`config.mk`:
```
export PLATFORM = sky130hd
export DESIGN_NAME = axis_sram_reader
export DESIGN_NICKNAME = d
export VERILOG_FILES = /design/src/rtl/axis_sram_reader.sv
export SDC_FILE = /design/constraint.sdc
export NUM_CORES = 1
export LEC_CHECK = 0
export CAP_MARGIN = 20
export CORE_MARGIN = 1
export CORE_UTILIZATION = 45
export CTS_BUF_LIST = sky130_fd_sc_hd__clkbuf_8
export CTS_CLUSTER_DIAMETER = 150
export CTS_CLUSTER_SIZE = 12
export DETAILED_ROUTE_END_ITERATION = 6
export PLACE_DENSITY = 0.66
export SYNTH_ARGS = -nofsm -noshare
export SYNTH_HDL_FRONTEND = slang
export SYNTH_SLANG_ARGS = --single-unit
```
`constraint.sdc`:
```
create_clock -name m_axis_aclk -period 6.8 [get_ports m_axis_aclk]
set_input_delay 2.04 -clock m_axis_aclk [delete_from_list [all_inputs] [get_ports m_axis_aclk]]
set_output_delay 2.04 -clock m_axis_aclk [all_outputs]
set_load 0.1 [all_outputs]
```
`src/rtl/axis_sram_reader.sv`:
```
// SRAM-to-AXI-Stream egress engine: streams out_size elements, LANES per beat, from the output
// SRAM through a credit-controlled prefetch FIFO that hides the SRAM read latency.
module axis_sram_reader #(
   parameter int ADDR_WIDTH         = 13,
   parameter int DATA_WIDTH         = 8,
   parameter int LANES              = 4,
   parameter int SRAM_LATENCY       = 1,
   parameter int FIFO_DEPTH         = 4,
   parameter int NUM_CHANNELS_WIDTH = 7,
   parameter int SIZE_WIDTH         = ADDR_WIDTH + $clog2(LANES) + 1
) (
   input  logic                          m_axis_aclk,
   input  logic                          m_axis_aresetn,
   input  logic                          start,
   input  logic [ADDR_WIDTH-1:0]         base_addr,
   input  logic [SIZE_WIDTH-1:0]         out_size,
   input  logic [NUM_CHANNELS_WIDTH-1:0] num_channels,
   output logic                          busy,
   output logic                          done,
   output logic                          sram_rd_en,
   output logic [ADDR_WIDTH-1:0]         sram_rd_addr,
   input  logic [DATA_WIDTH*LANES-1:0]   sram_rd_data,
   output logic [DATA_WIDTH*LANES-1:0]   m_axis_tdata,
   output logic [LANES-1:0]              m_axis_tkeep,
   output logic                          m_axis_tvalid,
   input  logic                          m_axis_tready,
   output logic                          m_axis_tlast,
   output logic [NUM_CHANNELS_WIDTH-1:0] m_axis_tuser
);

   localparam int WORD_W     = DATA_WIDTH * LANES;
   localparam int LANE_SHIFT = $clog2(LANES);
   localparam int BEAT_W     = SIZE_WIDTH + 1;
   localparam int PTR_W      = $clog2(FIFO_DEPTH);
   localparam int CNT_W      = $clog2(FIFO_DEPTH) + 1;
   localparam int OCC_W      = $clog2(FIFO_DEPTH + SRAM_LATENCY + 1) + 1;
   localparam int CH_W       = NUM_CHANNELS_WIDTH + 1;

   localparam logic [1:0] S_IDLE  = 2'd0;
   localparam logic [1:0] S_RUN   = 2'd1;
   localparam logic [1:0] S_DRAIN = 2'd2;

   typedef struct packed {
      logic                          last;
      logic [LANES-1:0]              keep;
      logic [NUM_CHANNELS_WIDTH-1:0] user;
   } tag_t;

   typedef struct packed {
      logic [WORD_W-1:0]             data;
      logic [LANES-1:0]              keep;
      logic                          last;
      logic [NUM_CHANNELS_WIDTH-1:0] user;
   } entry_t;

   logic [1:0]                    state;
   logic [ADDR_WIDTH-1:0]         rd_addr;
   logic [BEAT_W-1:0]             beats;
   logic [BEAT_W-1:0]             issued;
   logic [LANES-1:0]              last_keep;
   logic [NUM_CHANNELS_WIDTH-1:0] nch_q;
   logic [NUM_CHANNELS_WIDTH-1:0] ch_cnt;
   logic                          user_en;

   logic [BEAT_W-1:0]             beats_calc;
   logic [SIZE_WIDTH-1:0]         size_rem;
   logic [LANES-1:0]              keep_calc;

   logic [SRAM_LATENCY-1:0]       pipe_vld;
   tag_t                          tag_pipe [SRAM_LATENCY];
   tag_t                          issue_tag;
   logic                          issue_last;
   logic [CH_W-1:0]               ch_sum;
   logic [NUM_CHANNELS_WIDTH-1:0] ch_next;

   entry_t                        mem [FIFO_DEPTH];
   entry_t                        push_entry;
   entry_t                        head;
   logic [PTR_W-1:0]              wr_ptr;
   logic [PTR_W-1:0]              rd_ptr;
   logic [CNT_W-1:0]              fifo_count;
   logic [OCC_W-1:0]              inflight;
   logic [OCC_W-1:0]              occupancy;
   logic                          push;
   logic                          pop;

   // Job geometry derived from out_size at accept time.
   always_comb begin
      // NOTE: every always_comb output gets a default first so no path can infer a latch.
      keep_calc  = '0;
      beats_calc = (BEAT_W'(out_size) + BEAT_W'(LANES - 1)) >> LANE_SHIFT;
      size_rem   = out_size & SIZE_WIDTH'(LANES - 1);
      for (int i = 0; i < LANES; i++)
         keep_calc[i] = (size_rem == '0) || (SIZE_WIDTH'(i) < size_rem);
   end

   // Credit rule: words already queued plus words still in the SRAM pipe must fit the FIFO.
   always_comb begin
      inflight = '0;
      for (int i = 0; i < SRAM_LATENCY; i++)
         inflight = inflight + OCC_W'(pipe_vld[i]);
   end

   assign occupancy    = OCC_W'(fifo_count) + inflight - OCC_W'(pop);
   assign sram_rd_en   = (state == S_RUN) && (occupancy < OCC_W'(FIFO_DEPTH));
   assign sram_rd_addr = rd_addr;
   assign busy         = (state != S_IDLE);

   // Channel counter only ever needs one subtract because it stays below num_channels >= LANES.
   assign ch_sum  = CH_W'(ch_cnt) + CH_W'(LANES);
   assign ch_next = NUM_CHANNELS_WIDTH'((ch_sum >= CH_W'(nch_q)) ? ch_sum - CH_W'(nch_q) : ch_sum);

   assign issue_last     = (issued == beats - BEAT_W'(1));
   assign issue_tag.last = issue_last;
   assign issue_tag.keep = issue_last ? last_keep : '1;
   assign issue_tag.user = user_en ? ch_cnt : '0;

   always_ff @(posedge m_axis_aclk or negedge m_axis_aresetn) begin
      if (!m_axis_aresetn) begin
         state     <= S_IDLE;
         rd_addr   <= '0;
         beats     <= '0;
         issued    <= '0;
         last_keep <= '0;
         nch_q     <= '0;
         ch_cnt    <= '0;
         user_en   <= 1'b0;
         done      <= 1'b0;
      end else begin
         // NOTE: non-blocking assignments so every register samples pre-edge values.
         done <= 1'b0;
         case (state)
            S_IDLE: begin
               if (start) begin
                  if (out_size == '0) begin
                     done <= 1'b1;
                  end else begin
                     rd_addr   <= base_addr;
                     beats     <= beats_calc;
                     issued    <= '0;
                     last_keep <= keep_calc;
                     nch_q     <= num_channels;
                     ch_cnt    <= '0;
                     user_en   <= (CH_W'(num_channels) >= CH_W'(LANES)) && (num_channels != '0);
                     state     <= S_RUN;
                  end
               end
            end
            S_RUN: begin
               if (sram_rd_en) begin
                  rd_addr <= rd_addr + ADDR_WIDTH'(1);
                  issued  <= issued + BEAT_W'(1);
                  ch_cnt  <= ch_next;
                  if (issue_last)
                     state <= S_DRAIN;
               end
            end
            S_DRAIN: begin
               if (pop && head.last) begin
                  done  <= 1'b1;
                  state <= S_IDLE;
               end
            end
            default: state <= S_IDLE;
         endcase
      end
   end

   // Read-latency pipe: valid bits are reset, tags ride alongside and are only used when valid.
   always_ff @(posedge m_axis_aclk or negedge m_axis_aresetn) begin
      if (!m_axis_aresetn) begin
         pipe_vld <= '0;
      end else begin
         pipe_vld[0] <= sram_rd_en;
         for (int i = 1; i < SRAM_LATENCY; i++)
            pipe_vld[i] <= pipe_vld[i-1];
      end
   end

   always_ff @(posedge m_axis_aclk) begin
      tag_pipe[0] <= issue_tag;
      for (int i = 1; i < SRAM_LATENCY; i++)
         tag_pipe[i] <= tag_pipe[i-1];
   end

   assign push = pipe_vld[SRAM_LATENCY-1];

   // Masked lanes of the final beat are forced to zero before they enter the FIFO.
   always_comb begin
      push_entry      = '0;
      push_entry.keep = tag_pipe[SRAM_LATENCY-1].keep;
      push_entry.last = tag_pipe[SRAM_LATENCY-1].last;
      push_entry.user = tag_pipe[SRAM_LATENCY-1].user;
      for (int i = 0; i < LANES; i++)
         push_entry.data[i*DATA_WIDTH +: DATA_WIDTH] =
            tag_pipe[SRAM_LATENCY-1].keep[i] ? sram_rd_data[i*DATA_WIDTH +: DATA_WIDTH] : '0;
   end

   // NOTE: FIFO storage has no reset; an entry is only visible once fifo_count covers it.
   always_ff @(posedge m_axis_aclk) begin
      if (push)
         mem[wr_ptr] <= push_entry;
   end

   always_ff @(posedge m_axis_aclk or negedge m_axis_aresetn) begin
      if (!m_axis_aresetn) begin
         wr_ptr     <= '0;
         rd_ptr     <= '0;
         fifo_count <= '0;
      end else begin
         if (push)
            wr_ptr <= wr_ptr + PTR_W'(1);
         if (pop)
            rd_ptr <= rd_ptr + PTR_W'(1);
         fifo_count <= fifo_count + CNT_W'(push) - CNT_W'(pop);
      end
   end

   assign head          = mem[rd_ptr];
   assign m_axis_tvalid = (fifo_count != '0);
   assign pop           = m_axis_tvalid && m_axis_tready;

   // Payload is gated by tvalid so every output reads zero while the FIFO is empty or in reset.
   assign m_axis_tdata = m_axis_tvalid ? head.data : '0;
   assign m_axis_tkeep = m_axis_tvalid ? head.keep : '0;
   assign m_axis_tlast = m_axis_tvalid ? head.last : 1'b0;
   assign m_axis_tuser = m_axis_tvalid ? head.user : '0;

endmodule

```
Word level (Yosys, flattened, before mapping) --
Memory sizes are Yosys's and may differ from the RTL's. Index checks and enable logic that the tools add are counted. W data, S select, Z words.
Word-level totals: register bits 75, RAM bits 188, bits of input ports 72, output and inout port bits 61, word-level logic and storage cells 96, memories 2
Memory list:
- mem | depth 4, bits a word 44, rd ports 1, clocked after memory_dff 0, write ports 1, line 76 | entry_t mem [FIFO_DEPTH];
- tag_pipe | depth 1, bits a word 12, rd ports 1, clocked after memory_dff 0, write ports 1, line 70 | tag_t tag_pipe [SRAM_LATENCY];
Cells by class: $add $sub $neg 12, order comparisons 7, eq/ne operators 8, multiplexer cells 35, bitwise logic cells 1, reductions and logical operators 18
Operators by type and width (count):
- $mux W17 | 3
- $mux W7 | 6
- $mux W13 | 3
- $pmux W17 S2 | 1
- $logic_not A16 Y1 | 2
- $mux W32 | 1
- $mux W8 | 4
- $pmux W13 S2 | 1
- $add A16 B2 Y17 const B | 1
- $add A17 B1 Y17 const B | 1
- $eq A17 B17 Y1 | 1
- $sub A15 B1 Y16 const B | 1
- $pmux W7 S2 | 1
- $add A13 B1 Y13 const B | 1
- $mux W2 | 5
- $ne A2 B2 Y1 const B | 5
- $add A7 B3 Y8 const B | 1
- $ge A8 B7 Y1 | 1
- $mux W4 | 2
- $ge A7 B3 Y1 const B | 1
- $reduce_bool A7 Y1 | 1
- $sub A7 B7 Y7 | 1
- $mux W1 | 6
- $pmux W2 S3 | 1
- other kinds (20) | 30

Depth between registers and ports, before layout --
Gate-level depths: netlist of run 1.
word-level depth 7, depth in mapped cells 18, depth with buffers taken out 15

Least setup slack after synthesis of run 1 --
Ideal clock, no wire load.
kind input -> output, start input m_axis_tready, end output sram_rd_en, arrival 5.074 ns, required time 4.760 ns, path slack -0.314 ns, stages on the path 13, buffers on the path 3, cell sequence and2_1 > clkbuf_1 > ha_1 > inv_1 > ha_1 > inv_1 > fa_1 > nand2b_1 > o21ai_0 > nand4_1 > inv_1 > buf_2 > buf_1
Between the ends: longest elaborated chain between the ends 4
RTL lines:
- from (decl) | line 26 | input logic m_axis_tready,
- $logic_and A1 B1 Y1 | line 221 | assign pop = m_axis_tvalid && m_axis_tready;
- via pop | line 85 | logic pop;
- $sub A4 B1 Y4 | line 104 | assign occupancy = OCC_W'(fifo_count) + inflight - OCC_W'(pop);
- $lt A4 B3 Y1 | line 105 | assign sram_rd_en = (state == S_RUN) && (occupancy < OCC_W'(FIFO_DEPTH));
- $logic_and A1 B1 Y1 | line 105
- to (decl) | line 20 | output logic sram_rd_en,
The timed path passes the listed nets, and every way through them passes these cells.

Worst setup path in the final report of run 1 --
start input m_axis_tready, end output sram_rd_en
Between the ends: longest elaborated chain between the ends 4
RTL lines (line):
- $logic_and A1 B1 Y1 | 221
- $sub A4 B1 Y4 | 104
- $lt A4 B3 Y1 | 105
- $logic_and A1 B1 Y1 | 105
Every way passes these cells.

==> key figures, run 1 <==
Detailed routing
  • Post-DR wirelength/cell: roughly 17 µm
  • Total wire length: about 24000 µm
  • Drt via density: 5.388
  • Antenna Nets Post-Route: 0
  • Drt first pass iters: 4
  • Routed via count: roughly 7400
  • Number of remaining DRC errors: 0
  • DR iter-0 viols: 381

Clocking
  • Clock latency on the worst-skew pair: 0.56 ns
  • Post-CTS Setup Bufs: 0
  • H-tree depth: 1
  • Clock Tree Root: clkbuf_8
  • CTS tree: yes
  • # hold bufs at CTS: 0
  • Number of CTS-inserted buffers: 25
  • Max Root-Sink Buffers: 3
  • Worst-path clk slew: approximately 0.090 ns
  • Post-cts resize count: 0
  • Clk sink count: ~260

Power and ir drop
  • Leakage: 0.005070 µW
  • PwrDens: 441.6 nW/µm²
  • Peak supply drop: between 0.4 and 0.5 mV

Timing
  • PnR worst setup slack: about 0.43 ns
  • Slew headroom: 0.2826
  • Final Setup Violations: 0
  • Period utilization: 0.9368
  • Fmax: around 160 MHz
  • RSZ-0062 raised after global routing: false
  • Sum Neg Setup Slack: 0 ns
  • Slew at the pin closest to its max-slew limit: between 1 and 1.5 ns
  • Final hold vios: 0
  • Tmin final: 6.370 ns
  • Final Skew: about 0.013 ns
  • Fin. max-slew vios: 0

Synth
  • Post-Syn Area: approximately 12000 µm²
  • Syn Area/Cell: ~13 µm²
  • Top FF cell, synth: edfxtp_1
  • Top cells by instance count after synthesis: edfxtp_1, and2_1, dfrtp_1
  • Share of flip-flops with an asynchronous set or reset: 0.2852
  • Syn Inst Count: roughly 900
  • Warnings from Yosys: 0
  • Area share of the largest cell type after synthesis: 0.4424
  • Sequential element share of the synthesized area: 0.6197
  • Syn_nets: 992
  • Top-count cell post-synth: edfxtp_1
  • Number of synthesized flops with an enable pin: 176
  • Synth area leaders: edfxtp_1, dfrtp_1, mux4_2, and2_1, o21ai_0
  • Synth cell types: slightly above 60
  • Biggest area consumer among synthesized cells: edfxtp_1
  • Post-synthesis register bit count: ~260

Worst setup path
  • Type of the worst setup path: in -> out
  • Required time of the critical path: ~4.8 ns
  • Startpoint types: input port
  • Worst EP arrival: approximately 4.3 ns
  • Critical path fanouts, max: 3
  • Worst setup EP type: output port

Status
  • Outcome: finished clean

Global route
  • Antenna violations before repair: 0
  • Largest net degree at the start of global routing: 76
  • Global route overflow: 0
  • Vias in the first global route: roughly 7300
  • Gr usage total: 0.1807
  • Global-route wire length before repair: between 30000 and 40000 µm

Floorplanning
  • # IOs: 133
  • Row count: 59
  • Initial Util: 0.4584
  • Core Box Area: 26060 µm²
  • Chip Width: between 150 and 200 µm
  • Die ar.: 27200 µm²
  • Die H: 164.9 µm

Job
  • Max-Cap Viols: 0

Finish
  • Final Non-Filler Cells: between 1000 and 1500
  • N_diodes: 0
  • Share of cells above drive strength 1: 0.09761
  • Fill cell count: around 2200
  • Area Overhead vs Synth: 17.73%
  • Nets: roughly 1100

Placed design
  • Port Buffer Count: 132
  • Post-DP HPWL: around 15000 µm
  • Routability cong.: 0.8143
  • Place WS: between 0.4 and 0.5 ns
  • Placed Cells: roughly 1300

Hold path
  • HP Class: reg -> reg
cell usage in the layout, fill, tap and decap left out, types with 8 or more instances in the layout:
cell	instances
edfxtp_1	176
clkdlybuf4s50_1	130
and2_1	85
dfrtp_1	73
nand2_1	70
o21ai_0	54
inv_1	50
mux4_2	44
nor2_1	38
a21oi_1	29
xor2_1	26
clkbuf_8	25
xnor2_1	23
ha_1	21
nand3_1	20
nand4_1	17
buf_4	14
dfxtp_1	12
nor3_1	9
nand2b_1	8
or3_1	8
worst max-delay path, cell delays in order:
cell and delay (ns):
clkdlybuf4s50_1 0.44, and2_1 0.16, ha_1 0.24, inv_1 0.06, ha_1 0.18, inv_1 0.06, fa_1 0.38, nand2b_1 0.17
o21ai_0 0.11, nand4_1 0.16, inv_1 0.15, buf_12 0.19
stage by stage:
stage / hold WS [ns] / power [µW] / instance area (µm²) / util
2_1_floorplan: 0.4171 / 4627 / 11950 / -
3_5_place_dp: 0.4413 / 5423 / 13640 / 0.5235
5_1_grt: 0.4959 / 6516 / 14060 / 0.5397
4_1_cts: 0.4655 / 6292 / 14060 / 0.5397
6_report: 0.4611 / 6210 / 14060 / 0.5397
3_3_place_gp: 0.4357 / 5405 / 13640 / 0.5235
routing by layer:
layer  wire length (µm)  track usage  vias up
met1              10770       0.2387     3650
met5                  0            0        -
met2              11320       0.3128      187
met4                356      0.03545        0
met3               1253      0.03214       29
li1                   -            -     3569
sequential cells by signal, summed over array words and instances, names as in the netlist:
signal,cells
mem,176
issued,17
beats,15
sram_rd_addr,13
tag_pipe,12
ch_cnt,7
nch_q,7
last_keep,4
fifo_count,3
rd_ptr,2
state,2
wr_ptr,2
done,1
pipe_vld,1
user_en,1
report_power, final:
group          switching (µW)  internal [µW]  total, µW  leakage, µW
logic                    2240            942       3180      0.00223
clock network             520            345        865     0.000282
registers                 238           1930       2170      0.00256
cell type report:
type	count	area, µm²	share of cell area
multi-input combinational	561	4268	0.3035
tap	335	419.2	0.02980
clock inverter	19	78.83	0.005605
inverter	32	120.1	0.008541
timing repair buffer	145	1426	0.1014
sequential	263	7407	0.5267
clock buffer	25	344.1	0.02447
path summary, 6_finish.rpt:
| path | startpoint | to | depth (start not counted) | slack [ns] |
|---|---|---|---|---|
| max in group asynchronous | m_axis_aresetn | rd_ptr[0] | 1 | 4.45 |
| hold / removal | last_keep[0] | tag_pipe[0][7] | 1 | 0.46 |
| setup / recovery | m_axis_tready | sram_rd_en | 12 | 0.43 |
| min in group asynchronous | m_axis_aresetn | sram_rd_addr[2] | 1 | 1.62 |
| setup reg to reg | fifo_count[2] | ch_cnt[5] | 16 | 2.81 |
| hold reg to reg | last_keep[0] | tag_pipe[0][7] | 1 | 0.46 |
cell families after synthesis:
logic type | share of synthesized area
mux | 0.08547
flops | 0.6197
fa+ha+maj | 0.02535
xor+xnor | 0.03593
simple gates | 0.1367
buf+inv | 0.02388
compound gates | 0.07301
No activity file was read; power rests on OpenSTA's default activity.
==> inputs of run 2 (changes only) <==
CELL_PAD_IN_SITES_DETAIL_PLACEMENT = 1   (was default)
CELL_PAD_IN_SITES_GLOBAL_PLACEMENT = 1   (was default)
PLACE_DENSITY = default   (was 0.66)
PLACE_DENSITY_LB_ADDON = 0.1   (was default)
==> key figures, run 2 (same netlist as run 1, synthesis figures left out) <==
Timing
  • Tmin final: 6.502 ns (was 6.370 ns)
  • Final Skew: 0.01333 ns (was 0.01322 ns)
  • Final Setup Violations: 0 (unchanged)
  • Hold slack: 0.4639 ns (was 0.4611 ns)
  • Fin. max-slew vios: 0 (unchanged)
  • RSZ-0062 raised after global routing: false (unchanged)
  • Final hold vios: 0 (unchanged)
  • Slew at the pin closest to its max-slew limit: 1.056 ns (was 1.076 ns)
  • Sum Neg Setup Slack: 0 ns (unchanged)
  • Slew headroom: 0.2936 (was 0.2826)
  • Fmax: 153.8 MHz (was 157.0 MHz)
  • Period utilization: 0.9562 (was 0.9368)

Placed design
  • Routability cong.: 0.7585 (was 0.8143)
  • DP Area: 13650 µm² (was 13640 µm²)
  • Port Buffer Count: 132 (unchanged)
  • Post-DP HPWL: 17620 µm (was 15050 µm)

Power and ir drop
  • Combinational share of power: 0.516 (was 0.512)
  • Sequential share of power: 0.345 (was 0.349)
  • Switch Pwr: 3047 µW (was 2994 µW)
  • Internal: 3218 µW (was 3216 µW)
  • Power share of the clock group: 0.139 (about the same)
  • Peak supply drop: 0.4512 mV (was 0.4599 mV)
  • Sw Ratio: 0.4863 (was 0.4821)
  • Leakage: 0.005085 µW (was 0.005070 µW)
  • PwrDens: 445.0 nW/µm² (was 441.6 nW/µm²)

Finish
  • Largest registers: mem (176), issued (17), beats (15) (unchanged)
  • N_diodes: 0 (unchanged)
  • Most frequent cells in the layout: edfxtp_1, clkdlybuf4s50_1, and2_1, dfrtp_1, nand2_1 (unchanged)
  • Fill cell count: 2627 (was 2167)
  • Nets: 1124 (was 1123)
  • Share of cells above drive strength 1: 0.09828 (was 0.09761)
  • Area Overhead vs Synth: 17.86% (was 17.73%)
  • Largest register FFs: 176 (unchanged)
  • Biggest register: mem (unchanged)
  • Design area: 14080 µm² (was 14060 µm²)
  • Most common cell after layout, fill and taps aside: edfxtp_1 (unchanged)

Worst setup path
  • Crit-path max cell delay: 0.45 ns (was 0.44 ns)
  • Startpoint types: input port (unchanged)
  • Worst EP arrival: 4.46 ns (was 4.33 ns)
  • Most frequent CP cell: inv_1 (unchanged)
  • Critical path fanouts, max: 3 (unchanged)
  • CP Cell Sequence: clkdlybuf4s50_1 > and2_1 > ha_1 > inv_1 > ha_1 > inv_1 > fa_1 > nand2b_1 > o21ai_0 > nand4_1 > inv_1 > buf_12 (unchanged)
  • Required time of the critical path: 4.76 ns (about the same)
  • Type of the worst setup path: in -> out (unchanged)
  • Slowest-stage cell, CP: clkdlybuf4s50_1 (unchanged)
  • Worst setup EP type: output port (unchanged)

Floorplanning
  • Die H: 164.9 µm (unchanged)
  • # IOs: 133 (unchanged)
  • Chip Width: 164.9 µm (unchanged)
  • Core Box Area: 26060 µm² (unchanged)
  • Initial Util: 0.4584 (unchanged)
  • Row count: 59 (unchanged)
  • Die ar.: 27200 µm² (unchanged)

Clocking
  • H-tree depth: 1 (unchanged)
  • Post-cts resize count: 0 (unchanged)
  • Post-CTS Setup Bufs: 0 (unchanged)
  • # hold bufs at CTS: 0 (unchanged)
  • CTS tree: yes (unchanged)
  • Worst-path clk slew: 0.08 ns (was 0.09 ns)
  • Number of CTS-inserted buffers: 25 (unchanged)
  • Clock Tree Root: clkbuf_8 (unchanged)
  • Clk sink count: 263 (unchanged)
  • Max Root-Sink Buffers: 3 (unchanged)
  • Clock latency on the worst-skew pair: 0.56 ns (about the same)

Detailed routing
  • Number of remaining DRC errors: 0 (unchanged)
  • Total wire length: 26670 µm (was 23700 µm)
  • Drt first pass iters: 6 (was 4)
  • DR iter-0 viols: 396 (was 381)
  • Drt via density: 5.443 (was 5.388)
  • Antenna Nets Post-Route: 0 (unchanged)
  • Post-DR wirelength/cell: 19.28 µm (was 17.17 µm)
  • Routed via count: 7527 (was 7435)

Hold path
  • HP Class: reg -> reg (unchanged)

Global route
  • Antenna violations before repair: 0 (unchanged)
  • Largest net degree at the start of global routing: 52 (was 76)
  • Vias in the first global route: 7954 (was 7263)
  • Global-route wire length before repair: 42410 µm (was 38050 µm)
  • Global route overflow: 0 (unchanged)
  • Gr usage total: 0.2026 (was 0.1807)

Job
  • Max-Cap Viols: 0 (unchanged)

Status
  • Outcome: finished clean (unchanged)
## run 2: changes by cell type in the layout (fill, tap and decap cells not counted), sizes merged
cell	previous run	this run
buf	15	16
inv	51	53
## run 2: power by group through the flow
stage | Sequential [µW] | Combinational [µW] | Clock, µW
2_1_floorplan | 2150 | 2470 | 0
3_3_place_gp | 2200 | 3220 | 0
3_5_place_dp | 2210 | 3260 | 0
4_1_cts | 2170 | 3260 | 900
5_1_grt | 2200 | 3410 | 948
6_report | 2160 | 3240 | 869
## run 2: stage by stage
| stage | util | power [µW] | setup slack [ns] | cells |
|---|---|---|---|---|
| floorplan | - | 4627 | 0.08340 | 897 |
| global placement | 0.5237 | 5413 | 0.3874 | 1337 |
| detailed placement | 0.5237 | 5462 | 0.2832 | 1337 |
| CTS | 0.5403 | 6337 | 0.2573 | 1383 |
| global route | 0.5403 | 6560 | 0.1639 | 1383 |
| finish | 0.5403 | 6265 | 0.2978 | 1383 |
## run 2: final cells by class
cell class | instances | area [µm²] | share of cell area
clock inverters | 21 | 86.33 | 0.006132
flip-flops and latches | 263 | 7407 | 0.5261
inverters | 32 | 120.1 | 0.008532
well taps | 335 | 419.2 | 0.02977
multi-input cells | 561 | 4268 | 0.3031
repair buffers | 146 | 1434 | 0.1018
clock buffers | 25 | 344.1 | 0.02444
## run 2: critical path: cells and delay by family
kind                     cells  cell delay, ns
AND/OR/NAND/NOR              3            0.53
adder cells (fa/ha/maj)      3            0.81
AO/OA/AOI/OAI                1            0.11
buffers and inverters        5            0.96
## run 2: per-layer routing
layer / vias to the layer above / wire [µm] / global-route usage
met3: 32 / 772 / 0.02160
met5: - / 0 / 0
li1: 3575 / - / -
met4: 0 / 398 / 0.03586
met2: 120 / 13510 / 0.3648
met1: 3800 / 11990 / 0.2664
## run 2: worst paths after layout
check,from,to,slack [ns],cells past startpoint
worst min register to register,last_keep[1],tag_pipe[0][8],0.46,1
max in group asynchronous,m_axis_aresetn,rd_ptr[0],4.38,2
worst max register to register,fifo_count[2],ch_cnt[0],2.70,17
worst min-delay path,last_keep[1],tag_pipe[0][8],0.46,1
min in group asynchronous,m_axis_aresetn,sram_rd_addr[2],1.37,1
worst max-delay path,m_axis_tready,sram_rd_en,0.30,12
==> inputs of run 3 (changes only) <==
CORE_ASPECT_RATIO = 2   (was default)
==> key figures, run 3 (same netlist as run 1, synthesis figures left out) <==
Finish
  • N_diodes: 0 (unchanged)
  • Largest registers: mem (176), issued (17), beats (15) (unchanged)
  • Most common cell after layout, fill and taps aside: edfxtp_1 (unchanged)
  • Most frequent cells in the layout: edfxtp_1, clkdlybuf4s50_1, and2_1, dfrtp_1, nand2_1 (unchanged)
  • Area Overhead vs Synth: 18.10% (was 17.86%)
  • Share of cells above drive strength 1: 0.09924 (was 0.09828)
  • Fill cell count: 2638 (was 2627)
  • Largest register FFs: 176 (unchanged)
  • Biggest register: mem (unchanged)
  • Nets: 1124 (unchanged)

Placed design
  • Place WS: 0.2518 ns (was 0.2832 ns)
  • Post-DP HPWL: 18350 µm (was 17620 µm)
  • Port Buffer Count: 132 (unchanged)
  • Routability cong.: 0.8309 (was 0.7585)

Worst setup path
  • Most frequent CP cell: inv_1 (unchanged)
  • Worst r2r dst: ch_cnt[0] (unchanged)
  • Startpoint types: input port (unchanged)
  • CP Cell Sequence: clkdlybuf4s50_1 > and2_1 > ha_1 > inv_1 > ha_1 > inv_1 > fa_1 > nand2b_1 > o21ai_0 > nand4_1 > inv_1 > buf_12 (unchanged)
  • Critical path fanouts, max: 5 (was 3)
  • Worst setup EP type: output port (unchanged)
  • Worst EP arrival: 4.53 ns (was 4.46 ns)
  • Crit-path max cell delay: 0.45 ns (about the same)
  • Reg2Reg Depth: 17 (unchanged)
  • Critical R2R Launch: fifo_count[1] (was fifo_count[2])
  • Type of the worst setup path: in -> out (unchanged)
  • Slowest-stage cell, CP: clkdlybuf4s50_1 (unchanged)
  • Required time of the critical path: 4.76 ns (about the same)
  • Buffers & Inverters on Critical Path: 5 (unchanged)
  • Register-to-register setup slack: 2.58 ns (was 2.70 ns)
  • CP delay by family, top: buffers and inverters (unchanged)

Hold path
  • Hold depth: 1 (unchanged)
  • HP Class: reg -> reg (unchanged)
  • Min-Delay Endpoint: tag_pipe[0][7] (was tag_pipe[0][8])
  • Min-delay src: last_keep[0] (was last_keep[1])

Detailed routing
  • Post-DR wirelength/cell: 19.36 µm (was 19.28 µm)
  • Drt via density: 5.424 (was 5.443)
  • Routed via count: 7550 (was 7527)
  • DR iter-0 viols: 259 (was 396)
  • Number of remaining DRC errors: 0 (unchanged)
  • DR top layer: met4 (unchanged)
  • Metal3 WL: 849 µm (was 772 µm)
  • Antenna Nets Post-Route: 0 (unchanged)
  • Drt first pass iters: 4 (was 6)
  • Met2 wire len: 15330 µm (was 13510 µm)
  • WL met1: 10130 µm (was 11990 µm)
  • Total wire length: 26960 µm (was 26670 µm)

Power and ir drop
  • Peak supply drop: 0.2255 mV (was 0.4512 mV)
  • PwrDens: 444.9 nW/µm² (was 445.0 nW/µm²)
  • Leakage: 0.005087 µW (was 0.005085 µW)

Clocking
  • Clk sink count: 263 (unchanged)
  • Worst-path clk slew: 0.09 ns (was 0.08 ns)
  • CTS tree: yes (unchanged)
  • Clock Tree Root: clkbuf_8 (unchanged)
  • Max Root-Sink Buffers: 3 (unchanged)
  • Post-cts resize count: 0 (unchanged)
  • Post-CTS Setup Bufs: 0 (unchanged)
  • # hold bufs at CTS: 0 (unchanged)
  • Number of CTS-inserted buffers: 25 (unchanged)
  • H-tree depth: 1 (unchanged)
  • Clock latency on the worst-skew pair: 0.56 ns (about the same)

Status
  • Outcome: finished clean (unchanged)

Timing
  • RSZ-0062 raised after global routing: false (unchanged)
  • Sum Neg Setup Slack: 0 ns (unchanged)
  • Tmin final: 6.572 ns (was 6.502 ns)
  • Slew headroom: 0.3218 (was 0.2936)
  • Fmax: 152.2 MHz (was 153.8 MHz)
  • Final Skew: 0.01596 ns (was 0.01333 ns)
  • Final hold vios: 0 (unchanged)
  • Slew at the pin closest to its max-slew limit: 1.014 ns (was 1.056 ns)
  • Hold slack: 0.4585 ns (was 0.4639 ns)
  • Period utilization: 0.9665 (was 0.9562)
  • Fin. max-slew vios: 0 (unchanged)
  • Final Setup Violations: 0 (unchanged)
  • PnR worst setup slack: 0.2278 ns (was 0.2978 ns)

Global route
  • Antenna violations before repair: 0 (unchanged)
  • Global route overflow: 0 (unchanged)
  • Largest net degree at the start of global routing: 76 (was 52)
  • Global-route wire length before repair: 43640 µm (was 42410 µm)
  • Vias in the first global route: 8253 (was 7954)
  • Gr usage total: 0.2102 (was 0.2026)

Floorplanning
  • Initial Util: 0.4564 (was 0.4584)
  • Chip Width: 117.2 µm (was 164.9 µm)
  • Row count: 84 (was 59)
  • Core Box Area: 26170 µm² (was 26060 µm²)
  • Die ar.: 27240 µm² (was 27200 µm²)
  • # IOs: 133 (unchanged)
  • Die H: 232.4 µm (was 164.9 µm)

Job
  • Max-Cap Viols: 0 (unchanged)
-- run 3: cell types whose count changed in the layout (fill, tap and decap cells not counted), sizes merged --
cell      previous run  this run
clkinvlp             0         1
inv                 53        52
-- run 3: worst max-delay path by stage --
stage | startpoint | end | slack, ns | cells past startpoint
2_1_floorplan | m_axis_tready | sram_rd_en | 0.08 | 13
3_3_place_gp | m_axis_tready | sram_rd_en | 0.32 | 12
3_5_place_dp | m_axis_tready | sram_rd_en | 0.25 | 12
4_1_cts | m_axis_tready | sram_rd_en | 0.22 | 12
5_1_grt | m_axis_tready | sram_rd_en | 0.05 | 12
6_report | m_axis_tready | sram_rd_en | 0.23 | 12
-- run 3: area by class of cell --
type	instances	area, µm²	area share
inverter	32	120.1	0.008514
clock buffer	25	344.1	0.02439
clock inverter	21	82.58	0.005854
tap	344	430.4	0.03051
timing repair buffer	146	1454	0.1031
multi-input combinational	561	4269	0.3026
sequential	263	7407	0.5251
-- run 3: metal layers --
metal  vias up  global-route usage
met5         -                   0
met4         0             0.06171
met3        41             0.02657
met2       119              0.4063
met1      3817              0.2316
li1       3573                   -
-- run 3: power breakdown --
part,total (µW),internal (µW),switching (µW)
sequential,2170,1930,242
combinational,3240,951,2290
clock,865,344,520
-- run 3: stage by stage --
| step | util | total power [µW] | cells | area (µm²) |
|---|---|---|---|---|
| floorplan | - | 4627 | 897 | 11950 |
| global placement | 0.5217 | 5455 | 1345 | 13650 |
| detailed placement | 0.5217 | 5487 | 1345 | 13650 |
| CTS | 0.5380 | 6366 | 1391 | 14080 |
| global route | 0.5391 | 6587 | 1392 | 14110 |
| finish | 0.5391 | 6276 | 1392 | 14110 |
